### config.mk
export PLATFORM = sky130hd
export DESIGN_NAME = hub75_rx_flat
export DESIGN_NICKNAME = d
export VERILOG_FILES = /design/src/rtl/hub75_rx_if.sv /design/src/rtl/hub75_rx.sv /design/src/flat_wrapper.sv
export SDC_FILE = /design/constraint.sdc
export NUM_CORES = 1
export LEC_CHECK = 0
export ABC_AREA = 1
export CAP_MARGIN = 10
export CORE_MARGIN = 2
export CORE_UTILIZATION = 45
export CTS_BUF_LIST = sky130_fd_sc_hd__clkbuf_4 sky130_fd_sc_hd__clkbuf_8
export DETAILED_ROUTE_END_ITERATION = 10
export PLACE_DENSITY = 0.68
export SYNTH_ARGS = -nofsm -noshare
export SYNTH_HDL_FRONTEND = slang
export SYNTH_SLANG_ARGS = --single-unit
### constraint.sdc
create_clock -name clk -period 24.5 [get_ports clk]
set_input_delay 4.9 -clock clk [delete_from_list [all_inputs] [get_ports clk]]
set_output_delay 4.9 -clock clk [all_outputs]
set_load 0.005 [all_outputs]
### src/rtl/hub75_rx_if.sv
// ---------------------------------------------------------------------------
// hub75_rx_if -- pixel stream produced by hub75_rx.
//
// One captured HUB75 row leaves the receiver as a valid/ready stream of
// 6-bit pixels tagged with their column index and the row address that was
// latched with the row.
//
// Signals
//   pix_valid  master->slave  pixel available
//   pix_ready  slave->master  consumer accepts the pixel this cycle
//   pix_data   master->slave  {b[1],g[1],r[1],b[0],g[0],r[0]}
//   pix_col    master->slave  column index, clog2(MATRIX_WIDTH) bits
//   pix_row    master->slave  row address latched with the row
//   row_done   master->slave  pulses in the cycle the last column is accepted
//
// Modports
//   master : used by hub75_rx
//   slave  : used by the pixel consumer
// ---------------------------------------------------------------------------
interface hub75_rx_if #(
    parameter int MATRIX_WIDTH = 64,
    parameter int ADDR_W       = 5
);
    localparam int COL_W = (MATRIX_WIDTH > 1) ? $clog2(MATRIX_WIDTH) : 1;

    logic                pix_valid;
    logic                pix_ready;
    logic [5:0]          pix_data;
    logic [COL_W-1:0]    pix_col;
    logic [ADDR_W-1:0]   pix_row;
    logic                row_done;

    modport master (
        output pix_valid,
        output pix_data,
        output pix_col,
        output pix_row,
        output row_done,
        input  pix_ready
    );

    modport slave (
        input  pix_valid,
        input  pix_data,
        input  pix_col,
        input  pix_row,
        input  row_done,
        output pix_ready
    );
endinterface

### src/rtl/hub75_rx.sv
// ---------------------------------------------------------------------------
// hub75_rx -- HUB75 LED-panel bus receiver.
//
// Snoops a HUB75 bus (as driven by a panel controller) and turns each latched
// row into a valid/ready stream of 6-bit pixels. All HUB75 inputs are
// asynchronous to clk and pass through a SYNC_STAGES-deep synchronizer; clk
// must run at least 4x faster than led_clk so that every edge is seen.
//
// Data path
//   led_clk rising  -> shift event: pixel written to capture column k
//   latch rising    -> commit event: capture buffer (+ row address) copied
//                      into the hold buffer if the readout side is idle,
//                      otherwise the row is dropped and ovr_err is set
//   hold buffer     -> streamed out on the pix interface, column 0 first
//
// Parameters
//   MATRIX_WIDTH  columns per row            (default 64)
//   ADDR_W        row address width          (default 5)
//   SYNC_STAGES   synchronizer depth, >= 2   (default 2)
//
// Ports
//   clk, rst_n            clock (rising edge), async active-low reset
//   r, g, b               HUB75 colour pairs {lower, upper}
//   addr                  HUB75 row address
//   latch                 HUB75 latch, active-high
//   blank                 HUB75 output enable, active-low
//   led_clk               HUB75 shift clock
//   err_clr               synchronous clear of the sticky error flags
//   len_err               sticky: column count mismatch at commit / overflow
//   ovr_err               sticky: row dropped, hold buffer busy
//   proto_err             sticky: blank protocol violation
//   pix                   hub75_rx_if.master pixel stream
//
// Build option
//   HUB75_RX_BLANK_CHECK_EN  when defined, blank is synchronized and checked:
//                            a shift while blank=1 or a commit while blank=0
//                            sets proto_err. When undefined, blank is ignored
//                            and proto_err is tied low.
// ---------------------------------------------------------------------------
module hub75_rx #(
    parameter int MATRIX_WIDTH = 64,
    parameter int ADDR_W       = 5,
    parameter int SYNC_STAGES  = 2
) (
    input  logic              clk,
    input  logic              rst_n,
    input  logic [1:0]        r,
    input  logic [1:0]        g,
    input  logic [1:0]        b,
    input  logic [ADDR_W-1:0] addr,
    input  logic              latch,
    input  logic              blank,
    input  logic              led_clk,
    input  logic              err_clr,
    output logic              len_err,
    output logic              ovr_err,
    output logic              proto_err,
    hub75_rx_if.master        pix
);

    localparam int COL_W = (MATRIX_WIDTH > 1) ? $clog2(MATRIX_WIDTH) : 1;
    // The column counter needs one extra bit so it can hold MATRIX_WIDTH
    // itself (a complete row) and saturate there.
    localparam int CNT_W = COL_W + 1;
    localparam int IN_W  = 8 + ADDR_W;

    localparam logic [CNT_W-1:0] CNT_FULL = CNT_W'(MATRIX_WIDTH);
    localparam logic [COL_W-1:0] COL_LAST = COL_W'(MATRIX_WIDTH - 1);

    typedef enum logic {
        ST_EMPTY = 1'b0,
        ST_SEND  = 1'b1
    } state_t;

    // -----------------------------------------------------------------------
    // Input synchronizers
    // -----------------------------------------------------------------------
    logic [IN_W-1:0]                   w_sync_in;
    logic [SYNC_STAGES-1:0][IN_W-1:0]  r_sync;
    logic [IN_W-1:0]                   w_sync_out;

    assign w_sync_in = {led_clk, latch, addr, b, g, r};

    always_ff @(posedge clk or negedge rst_n) begin
        if (!rst_n) begin
            r_sync <= '0;
        end else begin
            r_sync <= {r_sync[SYNC_STAGES-2:0], w_sync_in};
        end
    end

    assign w_sync_out = r_sync[SYNC_STAGES-1];

    logic [1:0]        w_r_s;
    logic [1:0]        w_g_s;
    logic [1:0]        w_b_s;
    logic [ADDR_W-1:0] w_addr_s;
    logic              w_latch_s;
    logic              w_led_clk_s;
    logic [5:0]        w_pix;

    assign w_r_s       = w_sync_out[1:0];
    assign w_g_s       = w_sync_out[3:2];
    assign w_b_s       = w_sync_out[5:4];
    assign w_addr_s    = w_sync_out[6 +: ADDR_W];
    assign w_latch_s   = w_sync_out[6 + ADDR_W];
    assign w_led_clk_s = w_sync_out[7 + ADDR_W];
    assign w_pix       = {w_b_s[1], w_g_s[1], w_r_s[1], w_b_s[0], w_g_s[0], w_r_s[0]};

    // -----------------------------------------------------------------------
    // Edge detection on the synchronized strobes
    // -----------------------------------------------------------------------
    logic r_led_clk_prev;
    logic r_latch_prev;
    logic w_shift;
    logic w_commit;

    always_ff @(posedge clk or negedge rst_n) begin
        if (!rst_n) begin
            r_led_clk_prev <= 1'b0;
            r_latch_prev   <= 1'b0;
        end else begin
            r_led_clk_prev <= w_led_clk_s;
            r_latch_prev   <= w_latch_s;
        end
    end

    assign w_shift  = w_led_clk_s & ~r_led_clk_prev;
    assign w_commit = w_latch_s & ~r_latch_prev;

    // -----------------------------------------------------------------------
    // Capture buffer
    // -----------------------------------------------------------------------
    logic [CNT_W-1:0]                  r_cnt;
    logic                              w_room;
    logic                              w_wr;
    logic [CNT_W-1:0]                  w_cnt_eff;
    logic [MATRIX_WIDTH-1:0][5:0]      r_cap;
    logic [MATRIX_WIDTH-1:0]           r_cap_vld;
    logic [MATRIX_WIDTH-1:0]           w_hit;
    logic [MATRIX_WIDTH-1:0][5:0]      w_eff;

    assign w_room    = (r_cnt < CNT_FULL);
    assign w_wr      = w_shift & w_room;
    // Count as seen by a same-cycle commit: the shift lands in the row first.
    assign w_cnt_eff = r_cnt + CNT_W'(w_wr);

    // w_eff is the row image a commit would transfer this cycle: the current
    // shift (if any) merged in, and columns not written since the previous
    // commit forced to zero via the per-column valid bits.
    generate
        for (genvar gi = 0; gi < MATRIX_WIDTH; gi++) begin : g_col
            assign w_hit[gi] = w_wr && (r_cnt == CNT_W'(gi));
            assign w_eff[gi] = w_hit[gi]     ? w_pix     :
                               r_cap_vld[gi] ? r_cap[gi] : 6'd0;
        end
    endgenerate

    always_ff @(posedge clk or negedge rst_n) begin
        if (!rst_n) begin
            r_cnt <= '0;
        end else if (w_commit) begin
            r_cnt <= '0;
        end else if (w_wr) begin
            r_cnt <= r_cnt + 1'b1;
        end
    end

    always_ff @(posedge clk or negedge rst_n) begin
        if (!rst_n) begin
            r_cap_vld <= '0;
        end else if (w_commit) begin
            r_cap_vld <= '0;
        end else begin
            r_cap_vld <= r_cap_vld | w_hit;
        end
    end

    // Pixel storage needs no reset: the valid bits gate every read.
    always_ff @(posedge clk) begin
        for (int k = 0; k < MATRIX_WIDTH; k++) begin
            if (w_hit[k]) begin
                r_cap[k] <= w_pix;
            end
        end
    end

    // -----------------------------------------------------------------------
    // Readout FSM
    // -----------------------------------------------------------------------
    state_t r_state;
    state_t w_state_next;
    logic   w_xfer;
    logic   w_drop;
    logic   w_valid;
    logic   w_accept;
    logic   w_last;

    logic [MATRIX_WIDTH-1:0][5:0] r_hold;
    logic [5:0]                   r_pix_data;
    logic [COL_W-1:0]             r_pix_col;
    logic [ADDR_W-1:0]            r_pix_row;
    logic [COL_W-1:0]             w_col_inc;

    assign w_valid   = (r_state == ST_SEND);
    assign w_accept  = w_valid & pix.pix_ready;
    assign w_last    = (r_pix_col == COL_LAST);
    assign w_col_inc = r_pix_col + 1'b1;

    always_ff @(posedge clk or negedge rst_n) begin
        if (!rst_n) begin
            r_state <= ST_EMPTY;
        end else begin
            r_state <= w_state_next;
        end
    end

    always_comb begin
        w_state_next = r_state;
        w_xfer       = 1'b0;
        w_drop       = 1'b0;
        case (r_state)
            ST_EMPTY: begin
                w_xfer = w_commit;
                if (w_commit) begin
                    w_state_next = ST_SEND;
                end
            end
            ST_SEND: begin
                // A commit while a row is still streaming loses that row.
                w_drop = w_commit;
                if (w_accept && w_last) begin
                    w_state_next = ST_EMPTY;
                end
            end
            default: begin
                w_state_next = ST_EMPTY;
            end
        endcase
    end

    always_ff @(posedge clk) begin
        if (w_xfer) begin
            r_hold <= w_eff;
        end
    end

    // Output registers only move on transfer or acceptance, so they hold
    // steady through any stall.
    always_ff @(posedge clk or negedge rst_n) begin
        if (!rst_n) begin
            r_pix_data <= '0;
            r_pix_col  <= '0;
            r_pix_row  <= '0;
        end else if (w_xfer) begin
            r_pix_data <= w_eff[0];
            r_pix_col  <= '0;
            r_pix_row  <= w_addr_s;
        end else if (w_accept && !w_last) begin
            r_pix_data <= r_hold[w_col_inc];
            r_pix_col  <= w_col_inc;
        end
    end

    assign pix.pix_valid = w_valid;
    assign pix.pix_data  = r_pix_data;
    assign pix.pix_col   = r_pix_col;
    assign pix.pix_row   = r_pix_row;
    assign pix.row_done  = w_accept & w_last;

    // -----------------------------------------------------------------------
    // Sticky error flags (a set in the same cycle as err_clr wins)
    // -----------------------------------------------------------------------
    logic r_len_err;
    logic r_ovr_err;
    logic w_len_set;

    assign w_len_set = (w_shift && !w_room) ||
                       (w_commit && (w_cnt_eff != CNT_FULL));

    always_ff @(posedge clk or negedge rst_n) begin
        if (!rst_n) begin
            r_len_err <= 1'b0;
            r_ovr_err <= 1'b0;
        end else begin
            r_len_err <= w_len_set | (r_len_err & ~err_clr);
            r_ovr_err <= w_drop    | (r_ovr_err & ~err_clr);
        end
    end

    assign len_err = r_len_err;
    assign ovr_err = r_ovr_err;

`ifdef HUB75_RX_BLANK_CHECK_EN
    // blank idles high (display off) so its synchronizer resets to 1.
    logic [SYNC_STAGES-1:0] r_blank_sync;
    logic                   w_blank_s;
    logic                   w_proto_set;
    logic                   r_proto_err;

    always_ff @(posedge clk or negedge rst_n) begin
        if (!rst_n) begin
            r_blank_sync <= '1;
        end else begin
            r_blank_sync <= {r_blank_sync[SYNC_STAGES-2:0], blank};
        end
    end

    assign w_blank_s   = r_blank_sync[SYNC_STAGES-1];
    assign w_proto_set = (w_shift && w_blank_s) || (w_commit && !w_blank_s);

    always_ff @(posedge clk or negedge rst_n) begin
        if (!rst_n) begin
            r_proto_err <= 1'b0;
        end else begin
            r_proto_err <= w_proto_set | (r_proto_err & ~err_clr);
        end
    end

    assign proto_err = r_proto_err;
`else
    logic w_unused_blank;

    assign w_unused_blank = blank;
    assign proto_err      = 1'b0;
`endif

endmodule

### src/flat_wrapper.sv
// flat-port wrapper written by rule: the top's interface ports become plain ports
module hub75_rx_flat 
#(
    parameter int MATRIX_WIDTH = 64,
    parameter int ADDR_W       = 5,
    parameter int SYNC_STAGES  = 2
)
  (clk, rst_n, r, g, b, addr, latch, blank, led_clk, err_clr, len_err, ovr_err, proto_err, pix_pix_valid, pix_pix_data, pix_pix_col, pix_pix_row, pix_row_done, pix_pix_ready);
  hub75_rx_if #(.MATRIX_WIDTH(MATRIX_WIDTH), .ADDR_W(ADDR_W)) pix_i ();
  input  logic clk;
  input  logic rst_n;
  input  logic [1:0] r;
  input  logic [1:0] g;
  input  logic [1:0] b;
  input  logic [ADDR_W-1:0] addr;
  input  logic latch;
  input  logic blank;
  input  logic led_clk;
  input  logic err_clr;
  output logic len_err;
  output logic ovr_err;
  output logic proto_err;
  output wire logic [$bits(pix_i.pix_valid)-1:0] pix_pix_valid;
  output wire logic [$bits(pix_i.pix_data)-1:0] pix_pix_data;
  output wire logic [$bits(pix_i.pix_col)-1:0] pix_pix_col;
  output wire logic [$bits(pix_i.pix_row)-1:0] pix_pix_row;
  output wire logic [$bits(pix_i.row_done)-1:0] pix_row_done;
  input wire logic [$bits(pix_i.pix_ready)-1:0] pix_pix_ready;
  assign pix_pix_valid = pix_i.pix_valid;
  assign pix_pix_data = pix_i.pix_data;
  assign pix_pix_col = pix_i.pix_col;
  assign pix_pix_row = pix_i.pix_row;
  assign pix_row_done = pix_i.row_done;
  assign pix_i.pix_ready = pix_pix_ready;
  hub75_rx #(.MATRIX_WIDTH(MATRIX_WIDTH), .ADDR_W(ADDR_W), .SYNC_STAGES(SYNC_STAGES)) u_core (.clk(clk), .rst_n(rst_n), .r(r), .g(g), .b(b), .addr(addr), .latch(latch), .blank(blank), .led_clk(led_clk), .err_clr(err_clr), .len_err(len_err), .ovr_err(ovr_err), .proto_err(proto_err), .pix(pix_i));
endmodule
---- Word-level counts from Yosys, hierarchy flattened ----
Cells that the tools add are included.
word-level totals
  input port bits ......................... 18
  output and inout bits ................... 22
  register bits after elaboration ......... 887
  bits in writable memories ............... 0
  latch bits .............................. 0
  memories kept ........................... 0
  bits in read-only memories .............. 0
  logic and storage cells ................. 440
cells by class
  multiply operators ...................... 0
  shift-type cells ........................ 0
  bitwise logic cells ..................... 14
  reductions and logical operators ........ 74
  magnitude comparators ................... 2
  add/sub/neg operators ................... 3
  eq/ne operators ......................... 65
  divide/modulo/power cells ............... 0
  mux-type cells .......................... 142
operators by type and width
  kind                                                 count
  two-way mux 6 bit                                    133
  equality test 7 x 6 -> 1 bit, second input constant  32
  equality test 7 x 5 -> 1 bit, second input constant  16
  logical AND 1 bit                                    68
  two-way mux 64 bit                                   1
  OR 64 bit                                            1
  equality test 7 x 4 -> 1 bit, second input constant  8
  binary-select mux 6 bit (select 6 bit)               1
  equality test 7 x 3 -> 1 bit, second input constant  4
  equality test 7 x 2 -> 1 bit, second input constant  2
  two-way mux 7 bit                                    2
  adder 7 x 1 -> 7 bit                                 1
  adder 7 x 1 -> 7 bit, second input constant          1
  bitwise AND 1 bit                                    7
  equality test 7 x 1 -> 1 bit, second input constant  1
  logical NOT 7 bit                                    1
  < comparator 6 x 7 -> 1 bit, second input constant   1
  < comparator 7 bit, second input constant            1
  inequality test 7 bit, second input constant         1
  adder 6 x 1 -> 6 bit, second input constant          1
  equality test 6 bit, second input constant           1
  two-way mux 1 bit                                    4
  NOT 1 bit                                            4
  nonzero test 2 bit                                   2
  other kinds (4)                                      6

---- Logic depth before layout (Yosys ltp) ----
Gate-level depths: netlist of the first run.
  word-level depth ........................ 8
  mapped depth ............................ 15
  gate-level depth less buffers ........... 12

---- Worst setup path after synthesis of the first run ----
No wires, ideal clock.
  kind .................................... register to register
  start point ............................. register u_core.r_latch_prev
  end point ............................... register u_core.r_pix_data[5] (netlist: u_core.pix.pix_data[5])
  path buffers ............................ 0
  library setup time ...................... 126 ps
  period minus slack after synthesis ...... 11968 ps
  stages on the path, launching flop included .. 9
  arrival time ............................ 11842 ps
  data required time ...................... 24374 ps
  path slack .............................. 12532 ps
  cell sequence ........................... dfrtp_1 > nor2_2 > inv_2 > nor2_2 > inv_2 > o21ai_0 > inv_2 > nand2_1 > nand2_1
between the ends
  word-level cells in the longest chain between the ends .. 4
  elaborated cells between the ends (all ways) .. 5
  classes of those cells .................. mux: 2; bitwise: 2; reduce/logical: 1
RTL lines
  what                                                            RTL line         text
  start, declared                                                 hub75_rx.sv:114  logic r_latch_prev;
  start signal, assigned                                          hub75_rx.sv:124  r_latch_prev <= w_latch_s;
  NOT 1 bit (*)                                                   hub75_rx.sv:129  assign w_commit = w_latch_s & ~r_latch_prev;
  bitwise AND 1 bit (*)                                           hub75_rx.sv:129
  two-way mux 1 bit (*)                                           hub75_rx.sv:222  case (r_state)
  net u_core.w_xfer                                               hub75_rx.sv:193  logic w_xfer;
  two-way mux 6 bit / nonzero test 2 bit (equally long branches)  -
  end signal, assigned                                            hub75_rx.sv:256  r_pix_data <= w_eff[0];
  end signal, assigned                                            hub75_rx.sv:260  r_pix_data <= r_hold[w_col_inc];
  end, declared                                                   hub75_rx.sv:200  logic [5:0] r_pix_data;
Mark *: on every way through the listed nets, which the timed path passes. The rest lies on a longest branch.
A chain may end at the register's enable or synchronous reset.

---- Worst setup path in the final report of the first run ----
  start point ............................. input port pix_pix_ready
  end point ............................... output port pix_row_done
between the ends
  word-level cells in the longest chain between the ends .. 2
RTL lines
  what               RTL line            text
  start, declared    flat_wrapper.sv:28  input wire logic [$bits(pix_i.pix_ready)-1:0] pix_pix_ready;
  bitwise AND 1 bit  hub75_rx.sv:206     assign w_accept = w_valid & pix.pix_ready;
  bitwise AND 1 bit  hub75_rx.sv:269     assign pix.row_done = w_accept & w_last;
  end, declared      flat_wrapper.sv:27  output wire logic [$bits(pix_i.row_done)-1:0] pix_row_done;
No other way between the ends.

==> out/summary.txt, run 1 <==
status: completed
Net count, final: 3317
Bufs and invs on worst path: 2
Netlist cell types: 35
worst setup path startpoint: pix_pix_ready
Seq/Total Area, Yosys: 70.2%
crit-path max cell delay: 510 ps
Reg2Reg Depth: 6
DRC violations left: 0
r2r setup slk: 20540 ps
Critical Path RT: 19600 ps
Reg-to-Reg Start: u_core.r_latch_prev$_DFF_PN0_
Mean Syn Cell Area: 11.3 um2
crit path time final: 10960 ps
final RePlAce weighted congestion: 0.869
r2r endpoint: u_core.r_hold[288]$_DFFE_PP_
final antenna-violating net count: 0
FP Rows: 105
postcts setup bufs: 0
end of the critical path: pix_row_done
fin util: 50.2%
Cell Area, Synth: 37100 um2
Static Leak: 14.8 nW
Max-Cap Viols: 0
Yosys reg bits: 887
fillers: 7085
Root Driver: clkbuf_8
Die Ht: 291 um
Setup Crit Path Kind: input pin to output pin
crit start category: input pin
port bufs: 37
min-delay src: u_core.r_sync[1]$_DFF_PN0_
vias in the first global route: 23.2k
gr ovfl total: 0
Hold Path Class: register to register
die width: 291 um
CP arrival: 6060 ps
total track usage: 22.3%
final-report hold violation count: 0
CP top delay family: buffers and inverters
WL final: 94.3 mm
num ports: 40
core footprint: 81800 um2
share of cells above drive strength 1: 13.1%
max-slew violations: 0
Via Count: 24.6k
Slew HR: 23.0%
Final setup viols: 0
Initial Util: 45.3%
TritonCTS clock tree: yes
syn nets: 3300
gate count of the mapped netlist: 3275
TNS Setup: 0 ps
post-CTS sizing: 0
Crit path top cell by count: clkdlybuf4s50_1
Stages on worst setup path: 4
First-pass DRT Iterations: 7
total clock sinks: 887
initial antenna violation count: 2
clock buffer count from CTS: 143
Max Clock Skew: 39.8 ps
Die ar.: 84700 um2
Initial DRC Count: 3030
Multi-input gate area: 9240 um2
vias per cell: 5.48
Post-DP HPWL: 51.9 mm
Power per Cell Area: 89.3 nW/um2
# hold bufs at CTS: 0
YS warnings: 0
crit path cell chain: clkdlybuf4s50_1 -> nand2_1 -> nor2_1 -> clkdlybuf4s50_1
worst-path fanout max: 3
largest net degree at the start of global routing: 153
maximum VDD drop: 0.117 mV
clock latency on the worst-skew pair: 790 ps
Max Freq: 91.2 MHz
Critical Path End Type: output pin
Syn-to-layout area delta: 10.9%
ratio of final minimum period to clock period: 44.7%
post-DR wirelength/cell: 21.1 um
RSZ-0062 raised after global routing: no
CTS clk-pin slew, worst paths: 60 ps
H-tree depth: 4
clock buffer depth: 3
Crit-path slowest cell: clkdlybuf4s50_1
first-pass GRT wire length: 141 mm
Register Area: 26100 um2
Worst-Margin Slew: 1160 ps
worst min path at each step:
| stage | cells after the start | slack, ps | endpoint |
|---|---|---|---|
| 2_1_floorplan | 0 | 330 | u_core.w_sync_out[0]$_DFF_PN0_ |
| 3_3_place_gp | 0 | 330 | u_core.w_sync_out[0]$_DFF_PN0_ |
| 3_5_place_dp | 0 | 340 | u_core.w_sync_out[10]$_DFF_PN0_ |
| 4_1_cts | 0 | 340 | u_core.w_sync_out[1]$_DFF_PN0_ |
| 5_1_grt | 0 | 360 | u_core.w_sync_out[6]$_DFF_PN0_ |
| 6_report | 0 | 340 | u_core.w_sync_out[1]$_DFF_PN0_ |
metal layers:
metal  share of wire [%]  GRT usage [%]  vias up
met5                   0              0        -
met1                  41           30.1    11727
met2                  47           35.7     1150
li1                    -              -    11501
met3                 9.0           4.23      182
met4                 3.0           8.72        0
cells in the mapped netlist:
| cell type | number | share of area (%) |
|---|---|---|
| nand4_1 | 3 | 0.051 |
| inv_2 | 94 | 0.95 |
| o22ai_1 | 3 | 0.051 |
| buf_6 | 10 | 0.30 |
| o21ai_1 | 355 | 4.8 |
| a211oi_1 | 1 | 0.020 |
| xnor2_1 | 1 | 0.024 |
| nor3_1 | 1 | 0.013 |
| nand2_4 | 1 | 0.030 |
| nand2_1 | 562 | 5.7 |
| buf_1 | 2 | 0.020 |
| dfrtp_1 | 119 | 8.0 |
| buf_4 | 15 | 0.30 |
| inv_1 | 137 | 1.4 |
| conb_1 | 1 | 0.010 |
| nor4_1 | 1 | 0.017 |
| nand2_2 | 2 | 0.034 |
| nand3_1 | 629 | 8.5 |
| clkbuf_1 | 90 | 0.91 |
| nand3_2 | 2 | 0.054 |
| o221ai_1 | 1 | 0.024 |
| o21ai_0 | 81 | 1.1 |
| xor2_2 | 1 | 0.044 |
| nor2_1 | 234 | 2.4 |
| ha_1 | 7 | 0.24 |
| nor2_4 | 40 | 1.2 |
| clkinv_1 | 5 | 0.051 |
| buf_2 | 77 | 1.0 |
| nor3_2 | 1 | 0.027 |
| a21oi_1 | 8 | 0.11 |
| xor2_1 | 3 | 0.071 |
| nor2_2 | 13 | 0.22 |
| a31oi_1 | 1 | 0.017 |
| o21a_1 | 6 | 0.12 |
| edfxtp_1 | 768 | 62 |
sequential cells by signal, indices dropped and copies added (netlist names), 5 cells and up:
register and cells:
u_core.pix.pix_row 5, u_core.w_sync_out 13, u_core.r_sync 13, u_core.pix.pix_data 6, u_core.r_cnt 7, u_core.r_cap 384
u_core.r_cap_vld 64, u_core.pix.pix_col 6, u_core.r_hold 384
area by class of cell:
class                           count  share of cell area (%)
Timing Repair Buffer               66                    1.46
Inverter                          236                    2.17
Multi-Input combinational cell   1958                    22.5
Tap cell                         1070                    3.26
Antenna cell                        1                 0.00609
Sequential cell                   887                    63.4
Clock buffer                      221                    6.45
Clock inverter                     42                   0.822
metrics by stage:
step	hold slack (ps)	area (um2)	worst slack, ps	instances	total power, mW
after CTS	340	41100	13530	4480	3.68
after global routing	357	41100	13480	4481	3.81
final	344	41100	13540	4481	3.67
after detailed placement	336	38100	13550	4217	2.37
after floorplan	331	37100	12530	3275	2.10
after global placement	333	38100	13530	4217	2.37
power breakdown:
part	internal [mW]	total, mW	switching, mW
clock	0.735	1.32	0.582
sequential	1.65	1.68	0.0248
combinational	0.176	0.676	0.501
cells in the final DEF, fill, tap and decap left out, drive strengths merged:
| cell type | netlist | final |
|---|---|---|
| a211oi | 1 | 1 |
| o21a | 6 | 6 |
| nor4 | 1 | 1 |
| o22ai | 3 | 3 |
| a21oi | 8 | 8 |
| clkbuf | 90 | 221 |
| xnor2 | 1 | 1 |
| o221ai | 1 | 1 |
| diode | 0 | 1 |
| clkinvlp | 0 | 5 |
| clkdlybuf4s50 | 0 | 36 |
| a31oi | 1 | 1 |
| nand2 | 565 | 565 |
| xor2 | 4 | 4 |
| inv | 231 | 241 |
| o21ai | 436 | 436 |
| nand3 | 631 | 631 |
| buf | 104 | 30 |
| edfxtp | 768 | 768 |
| bufinv | 0 | 4 |
| clkinv | 5 | 28 |
| ha | 7 | 7 |
| nor2 | 287 | 287 |
| nand4 | 3 | 3 |
| nor3 | 2 | 2 |
| conb | 1 | 1 |
| dfrtp | 119 | 119 |
worst register-to-register path, stage by stage (launching register included):
cell     delay (ps)
dfrtp_1         390
nor2_4          420
inv_2           280
nor2_4          130
buf_4           400
buf_4           840
buf_4          1000
cell families after synthesis:
| logic type | share of synthesized area, % |
|---|---|
| and+or+nand+nor | 18.2 |
| AOI/OAI and AO/OA | 6.22 |
| DFF | 70.2 |
| adders and majority gates | 0.236 |
| xor gates and xnor gates | 0.138 |
| other | 0.0101 |
| buffers and inverters | 4.97 |
Power figures use the tool's default switching activity.
==> run 2: changes to the inputs <==
- PLACE_DENSITY: 0.68 -> 0.71
- clock period: 24.5 -> 9.5 ns (I/O delays scaled with it)
==> run 2 against run 1 <==
First-iteration DRC count up 3.6%; total power rose to 2.6 times the previous value; routed wire length down 3.3%; sequential power rose to 2.6 times the previous value; clock skew down 6.4 ps; critical path depth up 2; critical endpoint unchanged.
==> out/summary.txt, run 2 (same netlist as run 1, synthesis figures left out) <==
Crit-path slowest cell: nor3_1 (was clkdlybuf4s50_1)
Root Driver: clkbuf_8 (unchanged)
crit path time final: 5540 ps
num ports: 40 (unchanged)
die width: 291 um (unchanged)
TritonCTS clock tree: yes (unchanged)
Hold Path Class: register to register (unchanged)
TNS Setup: 0 ps (unchanged)
total clock sinks: 887 (unchanged)
Critical Path End Type: output pin (unchanged)
worst-path fanout max: 38 (was 3)
most common cell after layout, fill and taps aside: edfxtp_1 (unchanged)
final RePlAce weighted congestion: 0.896 (was 0.869)
CTS clk-pin slew, worst paths: 60 ps (about the same)
Clock power frac: 35.9% (about the same)
postcts setup bufs: 0 (unchanged)
FP Rows: 105 (unchanged)
Net count, final: 3319 (was 3317)
vias per cell: 5.48 (about the same)
largest net degree at the start of global routing: 167 (was 153)
final-report hold violation count: 0 (unchanged)
port bufs: 37 (unchanged)
Sw Ratio: 29.7% (was 30.2%)
Initial DRC Count: 3138 (was 3030)
Final setup viols: 0 (unchanged)
crit path cell chain: ha_2 -> nand3_1 -> nor3_1 -> inv_1 -> nor2_1 -> clkdlybuf4s50_1 (was clkdlybuf4s50_1 -> nand2_1 -> nor2_1 -> clkdlybuf4s50_1)
# hold bufs at CTS: 0 (unchanged)
CP top delay family: simple AND/OR/NAND/NOR gates (was buffers and inverters)
H-tree depth: 4 (unchanged)
final antenna-violating net count: 0 (unchanged)
first-pass GRT wire length: 136 mm (was 141 mm)
Max Clock Skew: 33.4 ps (was 39.8 ps)
internal power: 6.61 mW (was 2.56 mW)
hold path depth: 0 (unchanged)
most frequent cells in the layout: edfxtp_1, nand3_1, nand2_1, o21ai_1, nor2_1 (unchanged)
gr ovfl total: 0 (unchanged)
Static Leak: 14.8 nW (about the same)
Die Ht: 291 um (unchanged)
status: completed (unchanged)
RSZ-0062 raised after global routing: no (unchanged)
ratio of final minimum period to clock period: 58.3%
crit-path max cell delay: 840 ps (was 510 ps)
sequential share of power: 46.0% (was 45.7%)
Die ar.: 84700 um2 (unchanged)
clock buffer depth: 3 (unchanged)
hold_ws: 339 ps (was 344 ps)
vias in the first global route: 23.2k (about the same)
clock buffer count from CTS: 143 (unchanged)
DRC violations left: 0 (unchanged)
Worst Setup Slack, final: 3960 ps (was 13540 ps)
core footprint: 81800 um2 (unchanged)
Max-Cap Viols: 0 (unchanged)
Max Freq: 181 MHz
Post-DP HPWL: 50.8 mm (was 51.9 mm)
post-CTS sizing: 0 (unchanged)
Via Count: 24.6k (about the same)
CP arrival: 3640 ps (was 6060 ps)
clock latency on the worst-skew pair: 790 ps (about the same)
Bufs and invs on worst path: 2 (unchanged)
Initial Util: 45.3% (unchanged)
Reg2Reg Depth: 12 (was 6)
fillers: 7010 (was 7085)
total track usage: 21.5% (was 22.3%)
share of cells above drive strength 1: 13.1% (about the same)
Worst-Margin Slew: 1160 ps (about the same)
switching power: 2.80 mW (was 1.11 mW)
biggest regs: u_core.r_cap (384), u_core.r_hold (384), u_core.r_cap_vld (64) (unchanged)
Critical Path RT: 7600 ps (was 19600 ps)
post-DR wirelength/cell: 20.3 um (was 21.1 um)
DP Worst Slack: 4540 ps (was 13550 ps)
maximum VDD drop: 0.270 mV (was 0.117 mV)
Slew HR: 22.5% (was 23.0%)
Final Instance Count excl. Fillers: 4482 (was 4481)
Stages on worst setup path: 6 (was 4)
WL final: 91.2 mm (was 94.3 mm)
Syn-to-layout area delta: 10.9% (about the same)
combinational power share: 18.2% (was 18.4%)
First-pass DRT Iterations: 6 (was 7)
crit start category: register (was input pin)
initial antenna violation count: 2 (unchanged)
Setup Crit Path Kind: register to output pin (was input pin to output pin)
Inst Count DP: 4219 (was 4217)
max-slew violations: 0 (unchanged)
Power per Cell Area: 229 nW/um2 (was 89.3 nW/um2)
==> run 2: stage by stage <==
| step | power, mW | utilization [%] | instance area (um2) |
|---|---|---|---|
| global route | 9.75 | 50.3 | 41100 |
| finish | 9.41 | 50.3 | 41100 |
| CTS | 9.42 | 50.3 | 41100 |
| detailed placement | 6.08 | 46.6 | 38200 |
| global placement | 6.06 | 46.6 | 38200 |
| floorplan | 5.43 | - | 37100 |
==> run 2: per-layer routing <==
metal	GRT usage, %	vias up	wire [um]
met5	0	-	0
met4	10.4	0	3440
met3	4.11	234	8760
met2	35.0	1206	43400
met1	27.7	11622	35500
li1	-	11511	-
==> run 2: final timing paths <==
| check | slack (ps) | to | start |
|---|---|---|---|
| hold reg to reg | 340 | u_core.w_sync_out[1]$_DFF_PN0_ | u_core.r_sync[1]$_DFF_PN0_ |
| setup / recovery | 3960 | pix_row_done | u_core.pix.pix_col[0]$_DFFE_PN0P_ |
| setup reg to reg | 5680 | u_core.pix.pix_data[0]$_DFFE_PN0P_ | u_core.pix.pix_col[0]$_DFFE_PN0P_ |
| max in group asynchronous | 6900 | u_core.pix.pix_col[0]$_DFFE_PN0P_ | rst_n |
| hold / removal | 340 | u_core.w_sync_out[1]$_DFF_PN0_ | u_core.r_sync[1]$_DFF_PN0_ |
| min in group asynchronous | 1230 | u_core.r_cap_vld[45]$_DFF_PN0_ | rst_n |
==> run 2: power by group through the flow <==
stage                     Sequential [mW]  Clock (mW)  Combinational [mW]
after floorplan                      4.39           0                1.04
after global placement               4.40           0                1.66
after detailed placement             4.41           0                1.67
after CTS                            4.33        3.41                1.68
after global routing                 4.33        3.58                1.84
final                                4.33        3.38                1.71
==> run 2: layout make-up <==
cell class                 instances  area, um2  area share (%)
multi-input combinational       1958       9240            22.5
timing repair buffer              68        629            1.53
sequential                       887      26100            63.3
antenna                            1       2.50         0.00608
tap                             1070       1340            3.25
inverter                         236        893            2.17
clock buffer                     217       2610            6.35
clock inverter                    45        370           0.900
